--- src/rtl/uart_pkg.sv ---
// ---------------------------------------------------------------------------
// uart_pkg
//
// Shared definitions for the host-link UART transmit path.
//
// Contents:
//   tx_state_e      - transmitter state (IDLE / START / DATA / STOP)
//   BITS_PER_BYTE   - data bits per 8N1 character
//   BYTES_PER_WORD  - characters per transmitted word
//   FRAME_BITS      - line bits per character (start + data + stop)
//   WORD_BITS       - width of a transmitted word
//   baud_acc_width  - width of the fractional baud accumulator for a clock
// ---------------------------------------------------------------------------
package uart_pkg;

    typedef enum logic [1:0] {
        IDLE  = 2'd0,
        START = 2'd1,
        DATA  = 2'd2,
        STOP  = 2'd3
    } tx_state_e;

    localparam int BITS_PER_BYTE  = 8;
    localparam int BYTES_PER_WORD = 4;
    localparam int FRAME_BITS     = 10;
    localparam int WORD_BITS      = BITS_PER_BYTE * BYTES_PER_WORD;

    // One spare bit above $clog2 keeps acc + BAUD_RATE from overflowing,
    // since the accumulator always holds a value below CLK_FREQ.
    function automatic int baud_acc_width(input int clk_freq);
        return $clog2(clk_freq) + 1;
    endfunction

endpackage

--- src/rtl/uart_baud_gen.sv ---
// ---------------------------------------------------------------------------
// uart_baud_gen
//
// Fractional baud-tick generator. Every enabled cycle the accumulator advances
// by BAUD_RATE; when it reaches CLK_FREQ a tick fires and CLK_FREQ is removed.
// Tick m after a clear therefore lands on cycle ceil(m * CLK_FREQ / BAUD_RATE),
// so non-integer clock/baud ratios average out exactly.
//
// Ports:
//   clk    in   system clock
//   rst    in   asynchronous active-high reset (clears the accumulator)
//   clear  in   synchronous clear of the accumulator (start of a new word)
//   enable in   advance the accumulator this cycle
//   tick   out  bit boundary this cycle (combinational from acc and enable)
// ---------------------------------------------------------------------------
module uart_baud_gen
    import uart_pkg::*;
#(
    parameter int CLK_FREQ  = 100000000,
    parameter int BAUD_RATE = 6000000
) (
    input  logic clk,
    input  logic rst,
    input  logic clear,
    input  logic enable,
    output logic tick
);

    localparam int ACC_W = baud_acc_width(CLK_FREQ);
    localparam int SUM_W = ACC_W + 1;

    localparam logic [SUM_W-1:0] INC  = SUM_W'(BAUD_RATE);
    localparam logic [SUM_W-1:0] WRAP = SUM_W'(CLK_FREQ);

    logic [ACC_W-1:0] acc;
    logic [SUM_W-1:0] sum;
    logic [SUM_W-1:0] wrapped;

    always_comb begin
        sum     = {1'b0, acc} + INC;
        wrapped = sum - WRAP;
        tick    = enable && (sum >= WRAP);
    end

    always_ff @(posedge clk or posedge rst) begin
        if (rst) begin
            acc <= '0;
        end else if (clear) begin
            acc <= '0;
        end else if (enable) begin
            if (sum >= WRAP) begin
                acc <= wrapped[ACC_W-1:0];
            end else begin
                acc <= sum[ACC_W-1:0];
            end
        end
    end

    // The accumulator is always a residue below CLK_FREQ.
    acc_in_range : assert property (
        @(posedge clk) disable iff (rst) {1'b0, acc} < WRAP
    );

endmodule

--- src/rtl/uart_word_tx.sv ---
// ---------------------------------------------------------------------------
// uart_word_tx
//
// Sends 32-bit words as four 8N1 characters, least-significant byte first,
// with no idle gap between the characters of one word. The character after
// the last stop bit of a word is the first possible acceptance cycle, so
// back-to-back words see the final stop bit stretched by one clock.
//
// Handshake: a word transfers on the clock edge where valid_i && ready_o.
// The producer holds valid_i and word_i stable until that edge; ready_o is
// high only in IDLE, and a valid_i seen while ready_o is low is ignored.
//
// Ports:
//   clk        in   system clock
//   rst        in   asynchronous active-high reset; drops any word in flight
//   word_i     in   word to send; word_i[7:0] leaves first
//   valid_i    in   word_i is valid
//   ready_o    out  block can accept a word (registered)
//   tx_o       out  serial line, idle high (registered)
//   busy_o     out  word in flight, i.e. state != IDLE (registered)
//   dbg_state  out  current transmitter state, for observation only
// ---------------------------------------------------------------------------
module uart_word_tx
    import uart_pkg::*;
#(
    parameter int CLK_FREQ  = 100000000,
    parameter int BAUD_RATE = 6000000
) (
    input  logic                 clk,
    input  logic                 rst,
    input  logic [WORD_BITS-1:0] word_i,
    input  logic                 valid_i,
    output logic                 ready_o,
    output logic                 tx_o,
    output logic                 busy_o,
    output tx_state_e            dbg_state
);

    // The state machine needs at least four clocks per bit.
    if (longint'(BAUD_RATE) * 4 > longint'(CLK_FREQ)) begin : g_bad_baud
        $error("uart_word_tx: 4*BAUD_RATE must not exceed CLK_FREQ");
    end

    localparam logic [2:0] LAST_BIT  = 3'(BITS_PER_BYTE - 1);
    localparam logic [1:0] LAST_BYTE = 2'(BYTES_PER_WORD - 1);

    tx_state_e            state;
    logic [WORD_BITS-1:0] shreg;
    logic [1:0]           bidx;
    logic [2:0]           bit_idx;
    logic                 accept;
    logic                 tick;

    // ready_o is a register that is only ever high in IDLE, so this needs no
    // further state qualification.
    assign accept    = valid_i && ready_o;
    assign dbg_state = state;

    uart_baud_gen #(
        .CLK_FREQ  (CLK_FREQ),
        .BAUD_RATE (BAUD_RATE)
    ) u_baud (
        .clk    (clk),
        .rst    (rst),
        .clear  (accept),
        .enable (state != IDLE),
        .tick   (tick)
    );

    // All outputs are updated on the same edge as the state, so tx_o always
    // shows the level belonging to the state that has just been entered.
    always_ff @(posedge clk or posedge rst) begin
        if (rst) begin
            state   <= IDLE;
            shreg   <= '0;
            bidx    <= '0;
            bit_idx <= '0;
            tx_o    <= 1'b1;
            ready_o <= 1'b0;
            busy_o  <= 1'b0;
        end else begin
            case (state)
                IDLE: begin
                    tx_o <= 1'b1;
                    if (accept) begin
                        shreg   <= word_i;
                        bidx    <= '0;
                        bit_idx <= '0;
                        state   <= START;
                        tx_o    <= 1'b0;
                        ready_o <= 1'b0;
                        busy_o  <= 1'b1;
                    end else begin
                        ready_o <= 1'b1;
                        busy_o  <= 1'b0;
                    end
                end

                START: begin
                    if (tick) begin
                        state   <= DATA;
                        bit_idx <= '0;
                        tx_o    <= shreg[0];
                    end
                end

                DATA: begin
                    if (tick) begin
                        // Shifting on every data tick leaves the next byte in
                        // shreg[7:0] once a character is complete.
                        shreg <= {1'b0, shreg[WORD_BITS-1:1]};
                        if (bit_idx == LAST_BIT) begin
                            state <= STOP;
                            tx_o  <= 1'b1;
                        end else begin
                            bit_idx <= bit_idx + 3'd1;
                            tx_o    <= shreg[1];
                        end
                    end
                end

                STOP: begin
                    if (tick) begin
                        if (bidx == LAST_BYTE) begin
                            state   <= IDLE;
                            tx_o    <= 1'b1;
                            ready_o <= 1'b1;
                            busy_o  <= 1'b0;
                        end else begin
                            bidx  <= bidx + 2'd1;
                            state <= START;
                            tx_o  <= 1'b0;
                        end
                    end
                end

                default: begin
                    state   <= IDLE;
                    tx_o    <= 1'b1;
                    ready_o <= 1'b0;
                    busy_o  <= 1'b0;
                end
            endcase
        end
    end

    busy_matches_state : assert property (
        @(posedge clk) disable iff (rst) busy_o == (state != IDLE)
    );

    ready_only_in_idle : assert property (
        @(posedge clk) disable iff (rst) ready_o |-> (state == IDLE)
    );

    start_bit_low : assert property (
        @(posedge clk) disable iff (rst) (state == START) |-> !tx_o
    );

    stop_bit_high : assert property (
        @(posedge clk) disable iff (rst) (state == STOP) |-> tx_o
    );

endmodule

--- config.mk ---
export PLATFORM = sky130hd
export DESIGN_NAME = uart_word_tx
export DESIGN_NICKNAME = d
export VERILOG_FILES = /design/src/rtl/uart_pkg.sv /design/src/rtl/uart_baud_gen.sv /design/src/rtl/uart_word_tx.sv
export SDC_FILE = /design/constraint.sdc
export NUM_CORES = 1
export LEC_CHECK = 0
export CAP_MARGIN = 20
export CORE_AREA = 2 2 91 93
export CTS_CLUSTER_SIZE = 14
export DETAILED_ROUTE_END_ITERATION = 10
export DIE_AREA = 0 0 93 95
export GPL_TIMING_DRIVEN = 0
export PLACE_DENSITY = 0.77
export SYNTH_ARGS = -nofsm -noshare
export SYNTH_HDL_FRONTEND = slang
export SYNTH_SLANG_ARGS = --single-unit
--- constraint.sdc ---
create_clock -name clk -period 7.7 [get_ports clk]
set_input_delay 1.155 -clock clk [delete_from_list [all_inputs] [get_ports clk]]
set_output_delay 1.155 -clock clk [all_outputs]
set_load 0.01 [all_outputs]
Yosys cells after proc, flatten, opt, wreduce, memory -nomap -nowiden

Cells that the tools add are included.

Mux-type cells: 36
Add/subtract/negate cells: 4
Equal/unequal tests: 13
Order comparisons: 1
Reduce and logical (&&, ||, !) cells: 14

Operator list:

| kind                                                                | count |
|---|---|
| two-way mux 28 bit                                                  | 3 |
| two-way mux 32 bit                                                  | 2 |
| case mux 32 bit (2 select lines)                                    | 1 |
| adder 28 x 23 -> 29 bit, second input constant                      | 1 |
| greater-or-equal comparator 29 x 27 -> 1 bit, second input constant | 1 |
| subtractor 28 x 27 -> 28 bit, second input constant                 | 1 |
| two-way mux 2 bit                                                   | 8 |
| != test 2 bit, second input constant                                | 8 |
| two-way mux 1 bit                                                   | 12 |
| two-way mux 3 bit                                                   | 4 |
| AND reduction 5 bit                                                 | 2 |
| case mux 3 bit (3 select lines)                                     | 1 |
| AND reduction 3 bit                                                 | 3 |
| case mux 2 bit (4 select lines)                                     | 1 |
| nonzero test 2 bit                                                  | 4 |
| equality test 2 bit, second input constant                          | 3 |
| case mux 1 bit (2 select lines)                                     | 2 |
| case mux 1 bit (4 select lines)                                     | 1 |
| case mux 2 bit (2 select lines)                                     | 1 |
| AND reduction 4 bit                                                 | 1 |
| adder 3 x 1 -> 3 bit, second input constant                         | 1 |
| equality test 3 bit, second input constant                          | 1 |
| nonzero test 3 bit                                                  | 1 |
| adder 2 x 1 -> 2 bit, second input constant                         | 1 |
| other kinds (3)                                                     | 4 |

Bits in registers: 70
Output and inout port bits: 5

Logic depth before layout (Yosys ltp)

Gate-level depths: netlist (run 1).

Depth in word-level cells: 5
Gate-level depth with buffers: 14
Gate-level depth less buffers: 12

Cells and area by module

A second synthesis (run 1) with hierarchy kept.

Cells, all modules: 507
Area, all modules: 4,489.3 µm²

Modules (own cells, without submodules):

| module        | times used | seq. area each (µm²) | area an instance (µm²) | cells an instance |
|---|---|---|---|---|
| uart_baud_gen | 1          | 525.5                | 2,304.7                | 299 |
| uart_word_tx  | 1          | 1,052.3              | 2,184.6                | 208 |

Least setup slack after synthesis (run 1)

No wires, ideal clock.

Kind: register to register
From: register u_baud.acc[7]
To: register bit_idx[0]
Slack: 4.729 ns
Arrival time: 2.847 ns
Stages on the path, launching flop included: 14
Period minus slack after synthesis: 2.971 ns
Data required time: 7.575 ns
Path through: dfrtp_1 inv_1 ha_1 buf_2 nand2b_1 a21oi_1 a31oi_1 a22oi_2 nand3_1 o41a_1 buf_2 o31ai_1 nand3_1 mux2_2

Word-level cells in the longest chain between the ends: 5
Elaborated cells between the ends (all ways): 6

Ends and longest elaborated chain:

| element                                        | RTL line            | text |
|---|---|---|
| start, declared                                | uart_baud_gen.sv:35 | `logic [ACC_W-1:0] acc;` |
| start signal, assigned                         | uart_baud_gen.sv:52 | `acc <= wrapped[ACC_W-1:0];` |
| start signal, assigned                         | uart_baud_gen.sv:54 | `acc <= sum[ACC_W-1:0];` |
| adder 28 x 23 -> 29 bit *                      | uart_baud_gen.sv:40 | `sum = {1'b0, acc} + INC;` |
| greater-or-equal comparator 29 x 27 -> 1 bit * | uart_baud_gen.sv:42 | `tick = enable && (sum >= WRAP);` |
| logical AND 1 bit *                            | uart_baud_gen.sv:42 |  |
| != test 2 bit (no line)                        | n/a                 |  |
| AND reduction 5 bit (no line) *                | n/a                 |  |
| end signal, assigned                           | uart_word_tx.sv:116 | `bit_idx <= bit_idx + 3'd1;` |
| end, declared                                  | uart_word_tx.sv:50  | `logic [2:0] bit_idx;` |

Mark *: on every way between the ends. The rest lies on a longest branch, timed or not.
A chain may end at the register's enable or synchronous reset.

Final worst setup path (run 1)

Same ends and word-level chain as after synthesis.

==> results of run 1 <==
## sequential cells by signal, summed over array words and instances (netlist names)
register,flops
shreg,32
u_baud.acc,21
bit_idx,3
dbg_state,2
ready_o,1
busy_o,1
bidx,2
tx_o,1
## layout make-up
| class | instances | area [µm²] |
|---|---|---|
| well taps | 105 | 131 |
| clock inverters | 6 | 110 |
| multi-input cells | 375 | 2470 |
| flip-flops and latches | 63 | 1580 |
| plain buffers | 36 | 168 |
| fillers | 692 | 2880 |
| inverters | 15 | 56.3 |
| repair buffers | 40 | 410 |
| clock buffers | 9 | 124 |
## routing by layer
metal | vias up | part of all wire | global-route usage
met2 | 163 | 0.49 | 0.427
met4 | 0 | 0.017 | 0.0919
met1 | 1903 | 0.42 | 0.320
met5 | - | 0 | 0
li1 | 1903 | - | -
met3 | 23 | 0.071 | 0.0543
## synthesized netlist by cell type (all sizes together) (4+ instances only)
cell    number
a211oi      10
a21o        11
a21oi       28
a31oi        7
and3         8
buf         16
clkbuf      20
dfrtp       62
ha          10
inv         14
mux2i       34
nand2       62
nand2b       5
nand3       13
nand4        4
nor2        28
nor3        11
nor4b        4
o21ai       51
o31ai       10
or2          4
or3          5
xnor2        7
xor2         5
## cell families (layout without fill, tap and decap cells)
| logic type | count (synthesis) | after routing | share of synthesized area |
|---|---|---|---|
| AO/OA/AOI/OAI | 155 | 155 | 0.245 |
| XOR/XNOR | 12 | 12 | 0.0246 |
| adder cells (fa/ha/maj) | 10 | 10 | 0.0293 |
| buffers and inverters | 51 | 106 | 0.0524 |
| flip-flops | 63 | 63 | 0.369 |
| multiplexers | 37 | 37 | 0.0875 |
| AND/OR/NAND/NOR | 161 | 161 | 0.193 |
## cells in the final DEF, fill, tap and decap left out, types with 9 or more instances in the layout
master	n
clkbuf_1	20
clkdlybuf4s50_1	39
inv_1	13
nor2_1	26
nor3_1	10
nand2_1	62
o31ai_1	10
dfrtp_1	62
clkbuf_8	9
ha_1	10
a211oi_1	9
nand3_1	13
a21o_1	11
o21ai_0	46
a21oi_1	25
mux2i_1	34
buf_2	11
## worst paths after layout
kind,from,to,cells past startpoint
min in group asynchronous,rst,shreg[15]$_DFFE_PP0P_,2
min reg2reg,shreg[6]$_DFFE_PP0P_,shreg[6]$_DFFE_PP0P_,2
max reg2reg,u_baud.acc[7]$_DFFE_PP0N_,bit_idx[0]$_DFFE_PP0P_,13
min,shreg[6]$_DFFE_PP0P_,shreg[6]$_DFFE_PP0P_,2
max in group asynchronous,rst,shreg[26]$_DFFE_PP0P_,3
max,u_baud.acc[7]$_DFFE_PP0N_,bit_idx[0]$_DFFE_PP0P_,13
## report_power, final
part           total [µW]  switching (µW)  internal (µW)
sequential            593             111            482
combinational        1350             808            542
clock                 349             136            213
## metrics by stage
step | util | total power, µW
2_1_floorplan | - | 1600
3_3_place_gp | 0.605 | 1880
3_5_place_dp | 0.608 | 1920
4_1_cts | 0.637 | 2280
5_1_grt | 0.637 | 2470
6_report | 0.637 | 2290
## worst register-to-register path: stages (launching register included)
cell and delay [ns]:
dfrtp_1 0.46, inv_1 0.07, ha_1 0.19, buf_2 0.17
nand2b_1 0.22, a21oi_1 0.34, a31oi_1 0.16, a22oi_2 0.28
nand3_1 0.20, o41a_1 0.43, buf_2 0.25, o31ai_1 0.24
nand3_1 0.17, mux2_2 0.29
==> results.yml, run 1 <==
synth:
  syn-num-nets: 534
  syn_area_um2: 4280
  synth_area_per_cell_um2: 8.75
  count_of_state_elements_after_synthesis: 63
  yosysWarnings: 0
  synth.top_cells.by_area: "dfrtp_1 (36%), mux2i_1 (8.0%), nand2_1 (5.4%)"
  synth_top_area_cell: "dfrtp_1"
  syn_inst: 489
  synth_top_area_share: 0.363
  synth_cell_types: 79
  postSynth.topFlopCell: "dfrtp_1"
  ys_async_sr_fraction: 1.00
  number_of_enable_type_register_cells_in_the_synthesized_netlist: 0
  synth-seq-area-share: 0.369
sta:
  min_period_ns: 3.58
  setup_repair_after_global_routing_missed_its_margin: "false"
  timing.final.setup_violations: 0
  fin_worst_skew_ns: 0.0101
  hold-worst-slack_ns: 0.486
  setup_ws_ns: 4.12
  finalHoldViolations: 0
  slew_headroom: 0.544
  worst_pin_slew_ns: 0.683
  tcrit_tclk_final: 0.465
  timing.final.max_slew_violations: 0
  max_clock_freq_mhz: 279
  final.setup.tns_ns: 0
worst_setup_path:
  critical_path.n_buffers_inverters: 3
  max_stage_delay_ns: 0.46
  critical_path_required_ns: 7.93
  critPathArrivalTime_ns: 3.81
  crit_slowest_cell: "dfrtp_1"
  worst-r2r-setup-slack_ns: 4.12
  critPathMaxFanout: 10
  worstSetupPathType: "reg2reg"
  startpoint_type: "flip-flop"
  cells_traversed_along_the_worst_timing_path: "inv_1 > ha_1 > buf_2 > nand2b_1 > a21oi_1 > a31oi_1 > a22oi_2 > nand3_1 > o41a_1 > buf_2 > o31ai_1 > nand3_1 > mux2_2"
  critical_path.endpoint_type: "flip-flop"
  crit_family: "compound AO/OA/AOI/OAI gates"
global_routing:
  vias_in_the_first_global_route: 3810
  grt_start_max_net_pins: 33
  grt_first_pass_wirelength_um: 17700
  overflow: 0
  antenna_found_initial: 0
  grt.total_usage: 0.252
finish:
  non_filler_instance_count_after_layout: 649
  area_growth_pct: 18.1
  final_design_instance_area_without_fill_um2: 5050
  fraction_of_layout_instances_using_a_drive_strength_above_1: 0.103
  number_of_diodes: 0
  layout.nets: 585
pwr:
  max-vdd-ir-drop_v: 0.000201
  total_leakage_power_uw: 0.00211
  power_density_nw_per_um2: 453
placement:
  place.detailed.hpwl_um: 7790
  routabilityCongestion: 0.949
  buffer_ports.inserted: 39
  place_area_um2: 4820
  dp_worst_setup_slack_ns: 4.18
  place_inst: 634
die:
  die_height_um: 95
  io-pin-count: 40
  placementRows: 33
  floorplan.die.width_um: 93
  start_util: 0.539
  fp.dieArea_um2: 8840
  core_area_um2: 7930
routing:
  initialDrtViolationCount: 246
  post_drt_via_cell_ratio: 6.15
  detailedRoute.firstPassIterationCount: 8
  routed_wirelength_um: 10700
  ant_nets: 0
  num_vias: 3992
  wire_length_per_cell_after_detailed_routing_um: 16.5
  drc_errors: 1
clock_network:
  tritoncts_clock_tree: "done"
  clk_transition_reported_paths_ns: 0.07
  clock_sink_count: 63
  worstSkewPairLatency_ns: 0.35
  cts-buffers-inserted: 9
  cts-root-to-sink-buffers: 2
  postcts_resize_cnt: 0
  cts-root-buf: "clkbuf_8"
  post_cts.repair.setup_buffers: 0
  clock_tree.htree_level_count: 3
  cts.hold.buffers_added: 0
status:
  run_status: "finished, violations left"
  failed_checks: "DRC"
flow_run:
  cap_violations: 0
hold_path:
  hold_class: "reg2reg"
Power figures use the tool's default switching activity.
==> run 2, diff against run 1 <==
- CORE_AREA: 2 2 91 93 -> 2 2 93 95
- DIE_AREA: 0 0 93 95 -> 0 0 95 97
- PLACE_DENSITY: 0.77 -> 0.78
- clock period: 7.7 -> 3 ns (I/O delays scaled with it)
==> run 2 against run 1 <==
Compared with the run above: the run ends with setup timing left; die area up 4.3%; count of clock-buffer cells in the layout increased by 1; clock skew grew 0.00068 ns; sequential power increased to 2.6 times the previous value; via count increased by 11%; register-to-register slack lost 4.3 ns; critical path type unchanged; largest power group unchanged.
==> results.yml, run 2 (synthesis gave the netlist of run 1 again) <==
clock_network:
  clk_transition_reported_paths_ns: 0.09
  cts-root-to-sink-buffers: 2
  cts-root-buf: "clkbuf_8"
  cts-buffers-inserted: 9
  clock_sink_count: 63
  tritoncts_clock_tree: "done"
  cts.hold.buffers_added: 0
  clock_tree.htree_level_count: 3
  worstSkewPairLatency_ns: 0.36
finish:
  register_area_um2: 1580
  layout.cells.most_common: "dfrtp_1"
  top_regs: "shreg: 32 flops, u_baud.acc: 21 flops, bit_idx: 3 flops"
  largest_register_ff_count: 32
  area_growth_pct: 41.2
  fraction_of_layout_instances_using_a_drive_strength_above_1: 0.331
  max_flop_register: "shreg"
  mostFrequentLayoutCells: "dfrtp_1 (61), clkdlybuf4s50_1 (39), mux2i_1 (34)"
  layout.nets: 626
  multi_input_area_um2: 3040
  fill_cells: 522
  number_of_diodes: 0
  non_filler_instance_count_after_layout: 691
die:
  io-pin-count: 40
  floorplan.die.width_um: 95
  start_util: 0.526
  die_height_um: 97
  fp.dieArea_um2: 9220
  core_area_um2: 8130
  placementRows: 33
flow_run:
  cap_violations: 0
pwr:
  total_leakage_power_uw: 0.00247
  max-vdd-ir-drop_v: 0.000641
  power_density_nw_per_um2: 1260
worst_setup_path:
  worstSetupPathType: "reg2reg"
  critical_path_required_ns: 3.25
  max_stage_delay_ns: 0.43
  r2r-start: "u_baud.acc[7]$_DFFE_PP0N_"
  critical_path_cell_count: 14
  critical_path.endpoint_type: "flip-flop"
  crit_family: "compound AO/OA/AOI/OAI gates"
  timing.reg2reg.worst_path_depth: 14
  crit_slowest_cell: "o41a_1"
  critPathArrivalTime_ns: 3.45
  path_common_cell: "buf_6"
  critical_path.n_buffers_inverters: 4
  critPathMaxFanout: 7
  r2r_end: "bit_idx[0]$_DFFE_PP0P_"
  cells_traversed_along_the_worst_timing_path: "inv_1 > ha_2 > buf_6 > nand2b_4 > nand3_4 > a31o_4 > a22oi_2 > nand3_2 > buf_4 > o41a_1 > buf_6 > o31ai_1 > nand3_1 > mux2_2"
  startpoint_type: "flip-flop"
  worst-r2r-setup-slack_ns: -0.21
global_routing:
  antenna_found_initial: 0
  grt.total_usage: 0.263
  overflow: 0
  grt_first_pass_wirelength_um: 19200
  grt_start_max_net_pins: 39
  vias_in_the_first_global_route: 4105
routing:
  initialDrtViolationCount: 330
  route.top_layer_used: "met4"
  num_vias: 4416
  wire_length_per_cell_after_detailed_routing_um: 20.4
  ant_nets: 0
  routed_wirelength_um: 14100
  post_drt_via_cell_ratio: 6.39
  drc_errors: 0
  detailedRoute.firstPassIterationCount: 5
  detailroute.wirelength.met2_um: 7090
  met1_length_um: 5350
  routed-wl-met3_um: 993
sta:
  max_clock_freq_mhz: 312
  setup_repair_after_global_routing_missed_its_margin: "true"
  fin_worst_skew_ns: 0.0107
  worst_pin_slew_ns: 0.912
  tcrit_tclk_final: 1.07
  min_period_ns: 3.21
  finalHoldViolations: 0
  timing.final.max_slew_violations: 0
  hold-worst-slack_ns: 0.504
  setup_ws_ns: -0.208
  final.setup.tns_ns: -4.21
  slew_headroom: 0.387
  timing.final.setup_violations: 54
hold_path:
  worstHoldPathCells: 2
  hold_class: "reg2reg"
  holdCritStartpoint: "shreg[4]$_DFFE_PP0P_"
  hold_path_end: "shreg[4]$_DFFE_PP0P_"
placement:
  buffer_ports.inserted: 39
  place.detailed.hpwl_um: 7900
  routabilityCongestion: 0.940
  place_inst: 634
status:
  failed_checks: "setup timing"
  run_status: "finished, violations left"
## run 2: per-stage QoR
step	worst slack [ns]	utilization	total power, µW	instance area (µm²)
2_1_floorplan	0.0286	-	4100	4280
3_3_place_gp	-0.460	0.590	4810	4800
3_5_place_dp	-0.516	0.592	4950	4820
4_1_cts	-0.0736	0.661	6350	5380
5_1_grt	-0.297	0.743	8050	6040
6_report	-0.208	0.743	7620	6040
## run 2: timing repair
item / 4_1_cts / 5_1_grt
pin swaps: 8 / 59
buffers inserted: 16 / 18
resized for setup: 38 / 166
cloned: 0 / 9
endpoints found under the setup margin: 62 / 61
## run 2: cell type report
type                            instances  share of cell area
Buffer                                 35              0.0369
Clock buffer                           10              0.0228
Clock inverter                          6              0.0191
Inverter                               15             0.00932
Multi-Input combinational cell        377               0.503
Sequential cell                        63               0.261
Tap cell                              105              0.0218
Timing Repair Buffer                   80               0.126
## run 2: layer usage
metal | track usage | vias to the layer above
met5 | 0 | -
met4 | 0.107 | 0
met3 | 0.0592 | 64
met2 | 0.433 | 224
met1 | 0.330 | 2145
li1 | - | 1983
## run 2: how the worst max path moves through the flow
stage / start / end
after global routing: u_baud.acc[12]$_DFFE_PP0N_ / u_baud.acc[19]$_DFFE_PP0N_
after global placement: u_baud.acc[7]$_DFFE_PP0N_ / bit_idx[0]$_DFFE_PP0P_
after floorplan: u_baud.acc[7]$_DFFE_PP0N_ / bit_idx[0]$_DFFE_PP0P_
final: u_baud.acc[7]$_DFFE_PP0N_ / bit_idx[0]$_DFFE_PP0P_
after CTS: u_baud.acc[8]$_DFFE_PP0N_ / u_baud.acc[19]$_DFFE_PP0N_
after detailed placement: u_baud.acc[7]$_DFFE_PP0N_ / bit_idx[0]$_DFFE_PP0P_
## run 2: worst reg2reg max path: stages (launching register included)
cell	delay, ns
dfrtp_2	0.41
inv_1	0.06
ha_2	0.17
buf_6	0.14
nand2b_4	0.19
nand3_4	0.10
a31o_4	0.25
a22oi_2	0.20
nand3_2	0.13
buf_4	0.16
o41a_1	0.43
buf_6	0.18
o31ai_1	0.19
nand3_1	0.18
mux2_2	0.32
## run 2: power breakdown
part | switching (µW) | internal, µW
Combinational | 2850 | 2220
Sequential | 335 | 1240
Clock | 391 | 579
Total | 3580 | 4040
==> run 3, diff against run 2 <==
- PLACE_DENSITY: 0.78 -> 0.77
==> run 3 against run 2 <==
Compared with the run above: the flow still finishes with violations (setup timing); final cell count is 0.14% higher; combinational power is 2% higher; wire length is 2.7% lower; non-clock buffer count is 3 higher; clock power is 8.6% lower; total power is 0.54% higher; worst hold slack better by 0.00092 ns; via count is 0.93% lower; flip-flop and latch count stayed put; critical endpoint is now u_baud.acc[27]$_DFFE_PP0N_; largest cell class unchanged.
==> results.yml, run 3 (synthesis gave the netlist of run 1 again) <==
pwr:
  p_int_uw: 4100
  power.share.combinational: 0.677
  power_density_nw_per_um2: 1250
  power.switching_fraction: 0.464
  total_power_uw: 7660
  max-vdd-ir-drop_v: 0.000564
  power.share.sequential: 0.207
  p_switching_uw: 3550
  total_leakage_power_uw: 0.00252
  clkPwrFrac: 0.116
routing:
  ant_nets: 0
  drc_errors: 0
  routed_wirelength_um: 13700
  initialDrtViolationCount: 383
  post_drt_via_cell_ratio: 6.32
  wire_length_per_cell_after_detailed_routing_um: 19.8
  num_vias: 4375
  detailedRoute.firstPassIterationCount: 5
status:
  failed_checks: "setup timing"
  run_status: "finished, violations left"
finish:
  fraction_of_layout_instances_using_a_drive_strength_above_1: 0.327
  layout.cells.most_common: "dfrtp_1"
  area_growth_pct: 43.4
  register_area_um2: 1580
  largest_register_ff_count: 32
  finalCoreUtilization: 0.754
  max_flop_register: "shreg"
  fill_cells: 495
  mostFrequentLayoutCells: "dfrtp_1 (61), clkdlybuf4s50_1 (39), buf_4 (34), nand2_1 (34), mux2i_1 (34)"
  number_of_diodes: 0
  top_regs: "shreg: 32 flops, u_baud.acc: 21 flops, bit_idx: 3 flops"
  multi_input_area_um2: 3010
  layout.nets: 627
die:
  placementRows: 33
  start_util: 0.526
  io-pin-count: 40
  core_area_um2: 8130
  fp.dieArea_um2: 9220
  floorplan.die.width_um: 95
  die_height_um: 97
global_routing:
  overflow: 0
  antenna_found_initial: 0
  grt_start_max_net_pins: 40
  grt.total_usage: 0.266
  vias_in_the_first_global_route: 4159
  grt_first_pass_wirelength_um: 19500
sta:
  worst_pin_slew_ns: 0.885
  tcrit_tclk_final: 1.05
  fin_worst_skew_ns: 0.00805
  max_clock_freq_mhz: 317
  min_period_ns: 3.16
  setup_repair_after_global_routing_missed_its_margin: "true"
  finalHoldViolations: 0
  timing.final.setup_violations: 55
  setup_ws_ns: -0.158
  timing.final.max_slew_violations: 0
  slew_headroom: 0.409
flow_run:
  cap_violations: 0
worst_setup_path:
  critPathArrivalTime_ns: 3.39
  worstSetupPathType: "reg2reg"
  critPathMaxFanout: 8
  startpoint_type: "flip-flop"
  r2r_end: "u_baud.acc[27]$_DFFE_PP0N_"
  worst-r2r-setup-slack_ns: -0.16
  critical_path.endpoint_type: "flip-flop"
  timing.reg2reg.worst_path_depth: 11
  critical_path_required_ns: 3.24
  r2r-start: "u_baud.acc[18]$_DFFE_PP0N_"
placement:
  place.detailed.hpwl_um: 7950
  buffer_ports.inserted: 39
  dp_worst_setup_slack_ns: -0.577
  routabilityCongestion: 0.935
clock_network:
  clk_transition_reported_paths_ns: 0.08
  cts-root-to-sink-buffers: 2
  cts-buffers-inserted: 9
  cts.hold.buffers_added: 0
  clock_tree.htree_level_count: 3
  worstSkewPairLatency_ns: 0.35
  clock_sink_count: 63
  cts-root-buf: "clkbuf_8"
  tritoncts_clock_tree: "done"
hold_path:
  worstHoldPathCells: 2
  hold_class: "reg2reg"
  hold_path_end: "shreg[17]$_DFFE_PP0P_"
  holdCritStartpoint: "shreg[17]$_DFFE_PP0P_"
-- run 3: metal layers --
metal,part of all wire,vias to the layer above,track usage,wire [µm]
met1,0.39,2109,0.327,5280
met3,0.075,61,0.0498,1030
met5,0,-,0,0
met2,0.49,222,0.436,6770
li1,-,1983,-,-
met4,0.045,0,0.138,615
-- run 3: worst max-delay path, stage by stage (launching register included) --
cell and delay (ns):
dfrtp_1 0.54, nand4_1 0.25, a21oi_2 0.30, o31ai_1 0.15, a22oi_2 0.27, nand3_2 0.19
o41ai_4 0.48, buf_6 0.20, buf_8 0.13, buf_6 0.13, a211oi_1 0.07, or3b_1 0.34
-- run 3: area by class of cell --
type | instances | area share
multi-input combinational | 375 | 0.490
timing repair buffer | 83 | 0.143
inverter | 15 | 0.00918
buffer | 35 | 0.0410
clock buffer | 10 | 0.0224
tap | 105 | 0.0214
sequential | 63 | 0.257
clock inverter | 6 | 0.0151
-- run 3: through the flow --
stage | std cells | cell area [µm²] | hold WS (ns) | TNS, ns
floorplan | 489 | 4280 | 0.450 | 0
global placement | 633 | 4800 | 0.464 | -30.14
detailed placement | 634 | 4820 | 0.472 | -23.34
CTS | 663 | 5320 | 0.489 | -0.685
global route | 692 | 6130 | 0.528 | -10.93
finish | 692 | 6130 | 0.505 | -3.70
-- run 3: how the worst max path moves through the flow --
stage | startpoint | to | slack, ns | cells after the start
global placement | u_baud.acc[7]$_DFFE_PP0N_ | u_baud.acc[21]$_DFFE_PP0N_ | -0.52 | 14
detailed placement | u_baud.acc[7]$_DFFE_PP0N_ | u_baud.acc[21]$_DFFE_PP0N_ | -0.58 | 14
CTS | u_baud.acc[7]$_DFFE_PP0N_ | u_baud.acc[10]$_DFFE_PP0N_ | -0.07 | 13
floorplan | u_baud.acc[7]$_DFFE_PP0N_ | bit_idx[0]$_DFFE_PP0P_ | 0.03 | 13
finish | u_baud.acc[18]$_DFFE_PP0N_ | u_baud.acc[27]$_DFFE_PP0N_ | -0.16 | 11
global route | u_baud.acc[13]$_DFFE_PP0N_ | u_baud.acc[20]$_DFFE_PP0N_ | -0.34 | 11
-- run 3: repair_timing --
action / 4_1_cts / 5_1_grt
endpoints found under the setup margin: 62 / 62
pin swaps: 11 / 59
gates cloned: 2 / 6
gates resized for setup: 41 / 160
buffers inserted: 11 / 24
-- run 3: power groups by stage --
| stage | Combinational (µW) | Sequential [µW] | Clock (µW) |
|---|---|---|---|
| 5_1_grt | 5530 | 1630 | 927 |
| 3_3_place_gp | 3300 | 1510 | 0 |
| 4_1_cts | 3890 | 1500 | 874 |
| 6_report | 5190 | 1580 | 887 |
| 2_1_floorplan | 2630 | 1470 | 0 |
| 3_5_place_dp | 3430 | 1520 | 0 |
